**src/rtl/cpu_core_pkg.sv**
```systemverilog
// Shared core definitions: M-extension opcode fields and the mul/div unit FSM states.
package cpu_core_pkg;

    localparam logic [6:0] F7_MULDIV = 7'b000_0001;

    localparam logic [2:0] F3_MUL    = 3'b000;
    localparam logic [2:0] F3_MULH   = 3'b001;
    localparam logic [2:0] F3_MULHSU = 3'b010;
    localparam logic [2:0] F3_MULHU  = 3'b011;
    localparam logic [2:0] F3_DIV    = 3'b100;
    localparam logic [2:0] F3_DIVU   = 3'b101;
    localparam logic [2:0] F3_REM    = 3'b110;
    localparam logic [2:0] F3_REMU   = 3'b111;

    typedef enum logic [1:0] {
        MD_IDLE = 2'd0,
        MD_CALC = 2'd1,
        MD_DONE = 2'd2
    } muldiv_state_t;

endpackage

```
**src/rtl/cpu_muldiv_signfix.sv**
```systemverilog
// Operand sign handling for mul/div: converts operands to magnitudes and reports
// whether the product/quotient and the remainder must be negated afterwards.
module cpu_muldiv_signfix
    import cpu_core_pkg::*;
#(
    parameter int unsigned XLEN = 32
) (
    input  logic [2:0]      funct3,
    input  logic [XLEN-1:0] rs1,
    input  logic [XLEN-1:0] rs2,
    output logic [XLEN-1:0] mag_a,
    output logic [XLEN-1:0] mag_b,
    output logic            neg_res_c,
    output logic            neg_rem_c
);

    logic signed_a;
    logic signed_b;
    logic neg_a;
    logic neg_b;

    // Divides use funct3[0] as the unsigned flag; multiplies decode per opcode.
    always_comb begin
        signed_a  = 1'b0;
        signed_b  = 1'b0;
        if (funct3[2]) begin
            signed_a = ~funct3[0];
            signed_b = ~funct3[0];
        end else begin
            signed_a = (funct3 != F3_MULHU);
            signed_b = ~funct3[1];
        end
        neg_a     = signed_a & rs1[XLEN-1];
        neg_b     = signed_b & rs2[XLEN-1];
        mag_a     = neg_a ? -rs1 : rs1;
        mag_b     = neg_b ? -rs2 : rs2;
        neg_res_c = neg_a ^ neg_b;
        neg_rem_c = neg_a;
    end

endmodule

```
**src/rtl/cpu_muldiv_unit.sv**
```systemverilog
// Iterative RV32M/RV64M multiply/divide unit, one result bit per cycle.
// Optional MULDIV_FLUSH_EN adds a flush input that abandons the current operation.
module cpu_muldiv_unit
    import cpu_core_pkg::*;
#(
    parameter int unsigned XLEN  = 32,
    parameter int unsigned TAG_W = 5
) (
    input  logic             clk,
    input  logic             rst,
    input  logic             in_valid,
    output logic             in_ready,
    input  logic [2:0]       in_funct3,
    input  logic [XLEN-1:0]  in_rs1,
    input  logic [XLEN-1:0]  in_rs2,
    input  logic [TAG_W-1:0] in_tag,
    output logic             out_valid,
    input  logic             out_ready,
    output logic [XLEN-1:0]  out_result,
    output logic [TAG_W-1:0] out_tag,
    output logic             busy
`ifdef MULDIV_FLUSH_EN
    ,
    input  logic             flush
`endif
);

    localparam int unsigned CNT_W = $clog2(XLEN);

    muldiv_state_t    state_q, state_d;
    logic [CNT_W-1:0] cnt_q, cnt_d;
    logic [XLEN-1:0]  a_q, a_d;
    logic [XLEN-1:0]  b_q, b_d;
    logic [XLEN:0]    hi_q, hi_d;
    logic [2:0]       funct3_q, funct3_d;
    logic [TAG_W-1:0] tag_q, tag_d;
    logic             neg_res_q, neg_res_d;
    logic             neg_rem_q, neg_rem_d;
    logic [XLEN-1:0]  res_q, res_d;
    logic [TAG_W-1:0] otag_q, otag_d;
    logic             in_ready_q, in_ready_d;
    logic             out_valid_q, out_valid_d;
    logic             busy_q, busy_d;

    logic [XLEN-1:0]  mag_a, mag_b;
    logic             neg_res_c, neg_rem_c;

    cpu_muldiv_signfix #(.XLEN(XLEN)) u_signfix (
        .funct3    (in_funct3),
        .rs1       (in_rs1),
        .rs2       (in_rs2),
        .mag_a     (mag_a),
        .mag_b     (mag_b),
        .neg_res_c (neg_res_c),
        .neg_rem_c (neg_rem_c)
    );

    logic [XLEN:0]     mul_sum, rem_sh, diff, hi_nx;
    logic [XLEN-1:0]   a_nx, quot, remv, calc_res, special_res;
    logic [2*XLEN-1:0] prod, prod_s;
    logic              div_zero, div_ovf;

    always_comb begin
        state_d     = state_q;
        cnt_d       = cnt_q;
        a_d         = a_q;
        b_d         = b_q;
        hi_d        = hi_q;
        funct3_d    = funct3_q;
        tag_d       = tag_q;
        neg_res_d   = neg_res_q;
        neg_rem_d   = neg_rem_q;
        res_d       = res_q;
        otag_d      = otag_q;

        // One iteration: shift-add for multiply, restoring step for divide.
        mul_sum = hi_q + (a_q[0] ? {1'b0, b_q} : {(XLEN+1){1'b0}});
        rem_sh  = {hi_q[XLEN-1:0], a_q[XLEN-1]};
        diff    = rem_sh - {1'b0, b_q};
        if (funct3_q[2]) begin
            hi_nx = diff[XLEN] ? rem_sh : diff;
            a_nx  = {a_q[XLEN-2:0], ~diff[XLEN]};
        end else begin
            hi_nx = {1'b0, mul_sum[XLEN:1]};
            a_nx  = {mul_sum[0], a_q[XLEN-1:1]};
        end

        // Sign correction applied on the final iteration.
        prod   = {hi_nx[XLEN-1:0], a_nx};
        prod_s = neg_res_q ? -prod : prod;
        quot   = neg_res_q ? -a_nx : a_nx;
        remv   = neg_rem_q ? -hi_nx[XLEN-1:0] : hi_nx[XLEN-1:0];
        if (funct3_q[2]) begin
            calc_res = funct3_q[1] ? remv : quot;
        end else begin
            calc_res = (funct3_q == F3_MUL) ? prod_s[XLEN-1:0] : prod_s[2*XLEN-1:XLEN];
        end

        div_zero    = in_funct3[2] && (in_rs2 == '0);
        div_ovf     = in_funct3[2] && !in_funct3[0] &&
                      (in_rs1 == {1'b1, {(XLEN-1){1'b0}}}) && (in_rs2 == '1);
        if (div_zero) begin
            special_res = in_funct3[1] ? in_rs1 : '1;
        end else begin
            special_res = in_funct3[1] ? '0 : in_rs1;
        end

        case (state_q)
            MD_IDLE: begin
                if (in_valid) begin
                    funct3_d  = in_funct3;
                    tag_d     = in_tag;
                    neg_res_d = neg_res_c;
                    neg_rem_d = neg_rem_c;
                    if (div_zero || div_ovf) begin
                        res_d   = special_res;
                        otag_d  = in_tag;
                        state_d = MD_DONE;
                    end else begin
                        a_d     = mag_a;
                        b_d     = mag_b;
                        hi_d    = '0;
                        cnt_d   = CNT_W'(XLEN - 1);
                        state_d = MD_CALC;
                    end
                end
            end
            MD_CALC: begin
                hi_d  = hi_nx;
                a_d   = a_nx;
                cnt_d = cnt_q - CNT_W'(1);
                if (cnt_q == '0) begin
                    res_d   = calc_res;
                    otag_d  = tag_q;
                    state_d = MD_DONE;
                end
            end
            MD_DONE: begin
                if (out_ready) begin
                    state_d = MD_IDLE;
                end
            end
            default: state_d = MD_IDLE;
        endcase

`ifdef MULDIV_FLUSH_EN
        if (flush) begin
            state_d = MD_IDLE;
        end
`endif

        in_ready_d  = (state_d == MD_IDLE);
        out_valid_d = (state_d == MD_DONE);
        busy_d      = (state_d != MD_IDLE);
    end

    always_ff @(posedge clk or posedge rst) begin
        if (rst) begin
            state_q     <= MD_IDLE;
            cnt_q       <= '0;
            a_q         <= '0;
            b_q         <= '0;
            hi_q        <= '0;
            funct3_q    <= '0;
            tag_q       <= '0;
            neg_res_q   <= 1'b0;
            neg_rem_q   <= 1'b0;
            res_q       <= '0;
            otag_q      <= '0;
            in_ready_q  <= 1'b1;
            out_valid_q <= 1'b0;
            busy_q      <= 1'b0;
        end else begin
            state_q     <= state_d;
            cnt_q       <= cnt_d;
            a_q         <= a_d;
            b_q         <= b_d;
            hi_q        <= hi_d;
            funct3_q    <= funct3_d;
            tag_q       <= tag_d;
            neg_res_q   <= neg_res_d;
            neg_rem_q   <= neg_rem_d;
            res_q       <= res_d;
            otag_q      <= otag_d;
            in_ready_q  <= in_ready_d;
            out_valid_q <= out_valid_d;
            busy_q      <= busy_d;
        end
    end

    assign in_ready   = in_ready_q;
    assign out_valid  = out_valid_q;
    assign busy       = busy_q;
    assign out_result = res_q;
    assign out_tag    = otag_q;

endmodule

```
**config.mk**
```make
export PLATFORM = sky130hd
export DESIGN_NAME = cpu_muldiv_unit
export DESIGN_NICKNAME = d
export VERILOG_FILES = /design/src/rtl/cpu_core_pkg.sv /design/src/rtl/cpu_muldiv_signfix.sv /design/src/rtl/cpu_muldiv_unit.sv
export SDC_FILE = /design/constraint.sdc
export NUM_CORES = 1
export LEC_CHECK = 0
export CORE_MARGIN = 5
export CORE_UTILIZATION = 45
export DETAILED_ROUTE_END_ITERATION = 16
export DONT_BUFFER_PORTS = 1
export GPL_TIMING_DRIVEN = 0
export PLACE_DENSITY_LB_ADDON = 0.08
export SYNTH_ARGS = -nofsm -noshare
export SYNTH_HDL_FRONTEND = slang
export SYNTH_HIERARCHICAL = 1
export SYNTH_SLANG_ARGS = --single-unit
```
**constraint.sdc**
```tcl
create_clock -name clk -period 5.71 [get_ports clk]
set_input_delay 1.142 -clock clk [delete_from_list [all_inputs] [get_ports clk]]
set_output_delay 1.142 -clock clk [all_outputs]
set_load 0.05 [all_outputs]
```
==> out/summary.log, run 1 <==
INFO  synth          seq_area_frac_synth=0.230
INFO  timing         report.final.hold_viol_count=0
INFO  global_route   grt.overflow.total=0
INFO  timing         timing_worst_slew_pin_value=1.36ns
INFO  setup_path     crit_path_start=a_q[31]
INFO  die            std_cell_rows=70
INFO  route          wirelength=80100um
INFO  global_route   grt_max_degree=98
INFO  timing         unrepaired_setup_endpoints_after_global_routing=true
INFO  synth          syn-instance-count=2211
INFO  route          detail-route-antenna-nets=0
INFO  synth          postSynth.topFlopCell=sky130_fd_sc_hd__dfrtp_1
INFO  die            die-area=0.0412mm^2
INFO  synth          yosysWarningCount=6
INFO  route          drc=0
INFO  setup_path     rr_startpoint=a_q[31]
INFO  timing         slew_headroom=0.0872
INFO  timing         finalMaxSlewViolations=0
INFO  clock_network  tritoncts_buffer_count=17
INFO  placed_design  io_buffers=0
INFO  global_route   first_pass_grt_wire_length=117000um
INFO  cells_and_area fin_nets=2432
INFO  setup_path     worst_ep_required_time=6.11ns
INFO  synth          synth_cell_type_count=104
INFO  worst_hold_path hp-start=cnt_q[0]
INFO  global_route   antenna_found_initial=6
INFO  timing         setup_violations=26
INFO  synth          post_synth_main_area_contributors=sky130_fd_sc_hd__dfrtp_1 23%, sky130_fd_sc_hd__o21ai_0 6.8%, sky130_fd_sc_hd__nand2_1 5.8%
INFO  setup_path     path_max_fanout=9
INFO  synth          post_synth.cell_area_avg=7.58um^2
INFO  synth          synth_edf_count=0
INFO  cells_and_area drive_gt1_frac=0.134
INFO  run_status     status=finished, violations left
INFO  timing         fin_ws=-0.462ns
INFO  clock_network  htree_levels=4
INFO  setup_path     arrival=6.57ns
INFO  global_route   grtUsageTotal=0.375
INFO  die            die_w=203um
INFO  route          final_routed_wire_length_divided_by_cell_count=29.0um
INFO  timing         final.period_utilization=1.08
INFO  run_status     failed_checks=negative setup slack
INFO  global_route   grt_pass1_vias=17400
INFO  synth          synth-seq-cells=154
INFO  setup_path     worstSetupEndpointType=flip-flop
INFO  setup_path     worst-setup-path-type=flip-flop to flip-flop
INFO  route          detailed_routing_iteration_count_for_the_pre_antenna_repair_pass=6
INFO  clock_network  post_cts_hold_buffer_count=0
INFO  clock_network  clock_tree.buffer_depth=2
INFO  synth          synth.largest_area_cell=sky130_fd_sc_hd__dfrtp_1
INFO  worst_hold_path min-delay-path-class=flip-flop to flip-flop
INFO  timing         fin_worst_skew=0.0120ns
INFO  timing         timing.final.crit_period=6.17ns
INFO  route          first_iter_violations=2500
INFO  clock_network  cts-root-buf=sky130_fd_sc_hd__clkbuf_16
INFO  setup_path     reg2reg_slack=-0.46ns
INFO  timing         clock.fmax=162MHz
INFO  synth          mappedNetlistNets=2359
INFO  synth          post_synthesis_cell_area=0.0168mm^2
INFO  placed_design  gp_routability_congestion=1.03
INFO  die            die-height=203um
INFO  route          via_to_cell_ratio=6.84
INFO  run            max_cap_violations=0
INFO  clock_network  clock_latency_late_sink=0.48ns
INFO  cells_and_area fill_cells=3640
INFO  synth          share_of_flip_flops_with_an_asynchronous_set_or_reset_after_synthesis=1.00
INFO  cells_and_area layout-area-overhead-vs-synth=14.5%
INFO  setup_path     cp-start-kind=flip-flop
INFO  cells_and_area final_core_utilization=0.523
INFO  die            io_pins=116
INFO  die            core-area=0.0367mm^2
INFO  placed_design  pre_cts_ws=-2.47ns
INFO  die            start_util=0.456
INFO  route          num_vias=18900
INFO  synth          synth_top_cell_area_share=0.229
INFO  clock_network  clock_tree_from_tritoncts=yes
INFO  clock_network  cts_sink_count=154
INFO  placed_design  place.detailed.hpwl=62700um
INFO  clock_network  path_clk_slew=0.07ns
[cell type report]
class / instances / area, um^2 / area share
Tap cell: 468 / 586 / 0.0305
Sequential cell: 154 / 3860 / 0.201
Multi-Input combinational cell: 1843 / 12700 / 0.663
Clock inverter: 15 / 195 / 0.0102
Timing Repair Buffer: 61 / 485 / 0.0253
Clock buffer: 17 / 425 / 0.0222
Inverter: 71 / 287 / 0.0149
Buffer: 136 / 632 / 0.0329
Antenna cell: 1 / 2.50 / 0.000130
[cells in the mapped netlist, types with 7 or more instances]
master,number
sky130_fd_sc_hd__a211o_1,7
sky130_fd_sc_hd__a211oi_1,30
sky130_fd_sc_hd__a21o_1,21
sky130_fd_sc_hd__a21oi_1,131
sky130_fd_sc_hd__a221o_1,9
sky130_fd_sc_hd__a221oi_1,10
sky130_fd_sc_hd__a31oi_1,29
sky130_fd_sc_hd__a32oi_1,32
sky130_fd_sc_hd__and2_1,39
sky130_fd_sc_hd__and3_1,13
sky130_fd_sc_hd__buf_1,16
sky130_fd_sc_hd__buf_2,16
sky130_fd_sc_hd__clkbuf_1,104
sky130_fd_sc_hd__dfrtp_1,153
sky130_fd_sc_hd__ha_1,70
sky130_fd_sc_hd__inv_1,67
sky130_fd_sc_hd__maj3_1,26
sky130_fd_sc_hd__mux2_2,24
sky130_fd_sc_hd__mux2i_1,44
sky130_fd_sc_hd__nand2_1,258
sky130_fd_sc_hd__nand2b_1,10
sky130_fd_sc_hd__nand3_1,64
sky130_fd_sc_hd__nand3b_1,7
sky130_fd_sc_hd__nand4_1,32
sky130_fd_sc_hd__nor2_1,158
sky130_fd_sc_hd__nor2b_1,19
sky130_fd_sc_hd__nor3_1,64
sky130_fd_sc_hd__nor3b_1,10
sky130_fd_sc_hd__nor4_1,30
sky130_fd_sc_hd__o211ai_1,22
sky130_fd_sc_hd__o21a_1,18
sky130_fd_sc_hd__o21ai_0,227
sky130_fd_sc_hd__o21ai_1,13
sky130_fd_sc_hd__o22ai_1,10
sky130_fd_sc_hd__o31ai_1,37
sky130_fd_sc_hd__o41ai_1,16
sky130_fd_sc_hd__or2_2,15
sky130_fd_sc_hd__or3_1,32
sky130_fd_sc_hd__or4_1,15
sky130_fd_sc_hd__xnor2_1,96
sky130_fd_sc_hd__xor2_1,55
[per-stage QoR]
| stage | hold slack [ns] | instances | instance area (um^2) | setup TNS, ns |
|---|---|---|---|---|
| floorplan | 0.462 | 2211 | 16800 | 0 |
| finish | 0.499 | 2766 | 19200 | -7.07 |
| global route | 0.536 | 2765 | 19200 | -10.38 |
| global placement | 0.486 | 2679 | 17300 | -317.10 |
| detailed placement | 0.489 | 2680 | 17400 | -57.69 |
| CTS | 0.502 | 2752 | 18800 | -2.51 |
[placed cells by master, fill, tap and decap left out, drive strengths merged, types with 19 or more instances in the layout]
master,instances
a211oi,32
nand4,32
or3,32
o21ai,240
a21oi,136
nor3,67
inv,79
a31oi,31
nor2,158
ha,70
nand2,258
nand3,67
dfrtp,153
o41ai,20
clkbuf,113
and2,39
buf,101
maj3,26
or4,21
mux2,26
a32oi,32
or2,21
a21o,21
xnor2,96
o31ai,37
xor2,55
mux2i,44
o211ai,24
nor2b,19
nor4,34
[state kept, by name, indices dropped and copies added (netlist names), 2 cells and up]
signal and cells:
a_q 32, cnt_q 5, hi_q 33, tag_q 5
funct3_q 3, b_q 32, out_result 32, state_q 2
out_tag 5
[critical path, cell delays in order (launching register included)]
cell                       delay, ns
sky130_fd_sc_hd__dfrtp_1        0.40
sky130_fd_sc_hd__inv_2          0.14
sky130_fd_sc_hd__ha_4           0.16
sky130_fd_sc_hd__fa_2           0.20
sky130_fd_sc_hd__nor2b_2        0.05
sky130_fd_sc_hd__o31a_1         0.34
sky130_fd_sc_hd__o21ai_2        0.25
sky130_fd_sc_hd__a31oi_4        0.15
sky130_fd_sc_hd__o21ai_2        0.17
sky130_fd_sc_hd__nand3_2        0.10
sky130_fd_sc_hd__a21o_1         0.18
sky130_fd_sc_hd__a21o_1         0.19
sky130_fd_sc_hd__ha_4           0.29
sky130_fd_sc_hd__nor3b_4        0.21
sky130_fd_sc_hd__o211ai_1       0.24
sky130_fd_sc_hd__nor4_4         0.35
sky130_fd_sc_hd__nand4_1        0.25
sky130_fd_sc_hd__or2_4          0.32
sky130_fd_sc_hd__or4_4          0.61
sky130_fd_sc_hd__nor3_4         0.24
sky130_fd_sc_hd__nand3_2        0.15
sky130_fd_sc_hd__buf_6          0.21
sky130_fd_sc_hd__nor4_4         0.32
sky130_fd_sc_hd__mux2i_1        0.23
sky130_fd_sc_hd__a21oi_1        0.12
sky130_fd_sc_hd__a21oi_1        0.20
[path summary, 6_finish.rpt]
check	endpoint	cells past startpoint
setup / recovery	out_result[25]	25
max in group asynchronous	funct3_q[2]	2
setup reg to reg	out_result[25]	25
hold reg to reg	cnt_q[0]	1
hold / removal	cnt_q[0]	1
min in group asynchronous	out_result[28]	1
[layer usage]
metal / part of all wire / GRT usage
met1: 0.43 / 0.547
met4: 0.042 / 0.133
met3: 0.11 / 0.0925
met5: 0.00021 / 0
met2: 0.41 / 0.539
[repair_timing]
action,CTS,global route
gates resized for setup,103,72
setup buffers,41,19
endpoints found under the setup margin,39,31
pin swaps,35,52
[kinds of logic (layout without fill, tap and decap cells)]
group | count (synthesis) | count (layout) | share of synthesized area
flip-flops | 154 | 154 | 0.230
other | 0 | 1 | 0
multiplexers | 70 | 70 | 0.0438
XOR/XNOR | 151 | 151 | 0.0789
buffers and inverters | 214 | 300 | 0.0512
AO/OA/AOI/OAI | 711 | 711 | 0.281
adder cells (fa/ha/maj) | 98 | 98 | 0.0702
AND/OR/NAND/NOR | 813 | 813 | 0.245
Power of run 1 is not shown: default switching activity piles up to over one toggle a cycle in this logic, so the estimate is an artifact.
==> inputs of run 2 (changes only) <==
--- a/config.mk
+++ b/config.mk
@@ -11,6 +11,7 @@
 export DONT_BUFFER_PORTS = 1
 export GPL_TIMING_DRIVEN = 0
 export PLACE_DENSITY_LB_ADDON = 0.08
+export SLEW_MARGIN = 0
 export SYNTH_ARGS = -nofsm -noshare
 export SYNTH_HDL_FRONTEND = slang
 export SYNTH_HIERARCHICAL = 1
==> results of run 2 <==
Same layout as run 1: the final DEF is identical, and so are final timing and power.
Power of run 2 is left out for the same reason.
==> inputs of run 3 (changes only) <==
==> constraint.sdc (replaced) <==
create_clock -name clk -period 7.3 [get_ports clk]
set_input_delay 1.46 -clock clk [delete_from_list [all_inputs] [get_ports clk]]
set_output_delay 1.46 -clock clk [all_outputs]
set_load 0.05 [all_outputs]
==> out/summary.log, run 3 (synthesized netlist as in run 1, its figures left out) <==
INFO  run_status     status=complete, no violations
INFO  clock_network  post_cts_hold_buffer_count=0 [unchanged]
INFO  global_route   first_pass_grt_wire_length=115000um [-1.7%]
INFO  run            max_cap_violations=0 [unchanged]
INFO  placed_design  gp_routability_congestion=1.03 [unchanged]
INFO  timing         clock.fmax=138MHz [-15%]
INFO  cells_and_area layoutNonFillerInstCount=2715 [-1.8%]
INFO  global_route   grt_util_met3=0.0842 [-0.00831]
INFO  setup_path     rr_startpoint=funct3_q[2]
INFO  worst_hold_path timing.hold.worst_endpoint=cnt_q[0]
INFO  cells_and_area layout-area-overhead-vs-synth=8.02%
INFO  timing         timing_worst_slew_pin_value=1.34ns [-0.0141 ns]
INFO  die            start_util=0.456 [unchanged]
INFO  setup_path     arrival=7.62ns [+1.05 ns]
INFO  cells_and_area final_core_utilization=0.493 [-0.0297]
INFO  clock_network  clock_tree_from_tritoncts=yes
INFO  placed_design  place.detailed.hpwl=62700um [unchanged]
INFO  setup_path     cp-start-kind=flip-flop
INFO  timing         fin_worst_skew=0.0133ns [+0.00131 ns]
INFO  route          wirelength=78600um [-2.0%]
INFO  setup_path     crit_path_start=funct3_q[2]
INFO  setup_path     worst_r2r_path_depth=22 [-12%]
INFO  timing         worst_hold_slack=0.498ns [-0.00144 ns]
INFO  global_route   grtUsageTotal=0.370 [-0.00573]
INFO  worst_hold_path hp-start=cnt_q[0]
INFO  setup_path     worst_ep_required_time=7.69ns [+1.58 ns]
INFO  route          final_routed_wire_length_divided_by_cell_count=28.9um [-0.14%]
INFO  global_route   groute.layer.met1.usage=0.544 [-0.00289]
INFO  die            die-area=0.0412mm^2 [unchanged]
INFO  cells_and_area drive_gt1_frac=0.0717 [-0.0620]
INFO  setup_path     reg2reg_slack=0.07ns [+0.53 ns]
INFO  clock_network  clock_latency_late_sink=0.47ns [about the same]
INFO  cells_and_area fin_nets=2381 [-2.1%]
INFO  worst_hold_path min-delay-path-class=flip-flop to flip-flop
INFO  cells_and_area max_flop_register=hi_q
INFO  setup_path     path_max_fanout=10 [+1]
INFO  cells_and_area area_occupied_by_registers=0.00385mm^2 [about the same]
INFO  route          first_iter_violations=2504 [+0.16%]
INFO  die            die-height=203um [unchanged]
INFO  global_route   grt_max_degree=98 [unchanged]
INFO  route          detail-route-antenna-nets=0 [unchanged]
INFO  cells_and_area largest_register_ff_count=33 [unchanged]
INFO  cells_and_area layout_commonest_cell=sky130_fd_sc_hd__nand2_1
INFO  global_route   met2_usage=0.531 [-0.00779]
INFO  setup_path     rr_endpoint=out_result[6]
INFO  setup_path     worstSetupEndpointType=flip-flop
INFO  clock_network  clock_tree.buffer_depth=2 [unchanged]
INFO  clock_network  cts-root-buf=sky130_fd_sc_hd__clkbuf_16
INFO  cells_and_area most_frequent_cells_in_the_layout=258 x sky130_fd_sc_hd__nand2_1, 226 x sky130_fd_sc_hd__o21ai_0, 157 x sky130_fd_sc_hd__nor2_1, 153 x sky130_fd_sc_hd__dfrtp_1, 131 x sky130_fd_sc_hd__a21oi_1
INFO  timing         slew_headroom=0.0967 [+0.00946]
INFO  timing         finalMaxSlewViolations=0 [unchanged]
INFO  global_route   antenna_found_initial=4 [-2]
INFO  timing         setup_violations=0 [-100%]
INFO  timing         final.period_utilization=0.990 [-0.0905]
INFO  global_route   grt.overflow.total=0 [unchanged]
INFO  die            std_cell_rows=70 [unchanged]
INFO  cells_and_area multiInputGateArea=0.0121mm^2 [-4.7%]
INFO  clock_network  htree_levels=4 [unchanged]
INFO  clock_network  path_clk_slew=0.08ns [about the same]
INFO  worst_hold_path hold_depth=1 [unchanged]
INFO  die            die_w=203um [unchanged]
INFO  clock_network  cts_sink_count=154 [unchanged]
INFO  route          drc=0 [unchanged]
INFO  clock_network  tritoncts_buffer_count=17 [unchanged]
INFO  die            io_pins=116 [unchanged]
INFO  route          via_to_cell_ratio=6.83 [-0.12%]
INFO  die            core-area=0.0367mm^2 [unchanged]
INFO  setup_path     worst-setup-path-type=flip-flop to flip-flop
INFO  global_route   grt_pass1_vias=17100 [-1.9%]
INFO  cells_and_area fill_cells=3725 [+2.3%]
INFO  timing         timing.final.crit_period=7.23ns [+1.06 ns]
INFO  route          detailed_routing_iteration_count_for_the_pre_antenna_repair_pass=6 [unchanged]
INFO  placed_design  io_buffers=0 [unchanged]
INFO  global_route   grt-busiest-layer=met1
INFO  placed_design  placed_cells_incl_taps=2680 [unchanged]
INFO  timing         report.final.hold_viol_count=0 [unchanged]
INFO  route          num_vias=18600 [-2.0%]
[run 3: cell count changes in the layout (fill, tap and decap cells not counted), moves of 8 or more]
| cell | previous run | this run |
|---|---|---|
| sky130_fd_sc_hd__clkbuf_1 | 92 | 103 |
| sky130_fd_sc_hd__a21oi_1 | 117 | 131 |
| sky130_fd_sc_hd__a211oi_2 | 9 | 1 |
| sky130_fd_sc_hd__buf_4 | 67 | 7 |
| sky130_fd_sc_hd__a211oi_1 | 22 | 30 |
| sky130_fd_sc_hd__a21oi_2 | 18 | 5 |
| sky130_fd_sc_hd__o21ai_0 | 213 | 226 |
[run 3: metrics by stage]
stage	area, um^2	TNS [ns]	setup WS, ns
final	18100	0	0.0701
after global routing	18100	-0.00672	-0.00672
after CTS	18100	0	0.0401
after detailed placement	17400	-7.59	-0.884
after global placement	17300	-72.54	-0.904
after floorplan	16800	0	1.62
[run 3: timing repair]
action | CTS | global route
endpoints found under the setup margin | 21 | 24
gates cloned | 0 | 0
buffers inserted | 0 | 2
pin swaps | 2 | 4
resized for setup | 12 | 5
[run 3: layout make-up]
type                    count  share of cell area
diodes                      1            0.000138
repair buffers              3             0.00235
flip-flops and latches    154               0.213
multi-input cells        1843               0.670
well taps                 468              0.0324
clock inverters            15              0.0108
plain buffers             143              0.0329
inverters                  71              0.0152
clock buffers              17              0.0235
[run 3: worst max-delay path, stage by stage, from the launching register on]
cell and delay [ns]:
sky130_fd_sc_hd__dfrtp_1 0.49, sky130_fd_sc_hd__buf_4 0.30, sky130_fd_sc_hd__buf_4 0.30, sky130_fd_sc_hd__buf_2 0.35, sky130_fd_sc_hd__buf_2 0.42, sky130_fd_sc_hd__buf_2 0.32
sky130_fd_sc_hd__buf_2 0.40, sky130_fd_sc_hd__buf_2 0.42, sky130_fd_sc_hd__buf_2 0.45, sky130_fd_sc_hd__mux2_2 0.40, sky130_fd_sc_hd__inv_1 0.08, sky130_fd_sc_hd__ha_1 0.22
sky130_fd_sc_hd__o2111ai_1 0.28, sky130_fd_sc_hd__nor4_4 0.29, sky130_fd_sc_hd__nand3_1 0.27, sky130_fd_sc_hd__or2_1 0.41, sky130_fd_sc_hd__o41ai_1 0.47, sky130_fd_sc_hd__xnor2_1 0.19
sky130_fd_sc_hd__nor2_1 0.09, sky130_fd_sc_hd__a21o_1 0.21, sky130_fd_sc_hd__a222oi_1 0.44, sky130_fd_sc_hd__a21oi_1 0.15, sky130_fd_sc_hd__o21ai_0 0.17
[run 3: worst max path at each step]
stage                     end  slack [ns]  cells after the start
4_1_cts         out_result[0]        0.04                     28
5_1_grt        out_result[14]      -0.007                     26
2_1_floorplan  out_result[22]        1.62                     24
3_3_place_gp   out_result[24]       -0.90                     26
6_report        out_result[6]        0.07                     22
3_5_place_dp   out_result[24]       -0.88                     26
[run 3: layer usage]
layer	part of all wire	routed length, um	up-vias
li1	-	-	8287
met1	0.44	34500	9097
met2	0.41	32300	1036
met3	0.11	8740	137
met4	0.038	3020	0
met5	0	0	-
Power of run 3 is left out for the same reason.
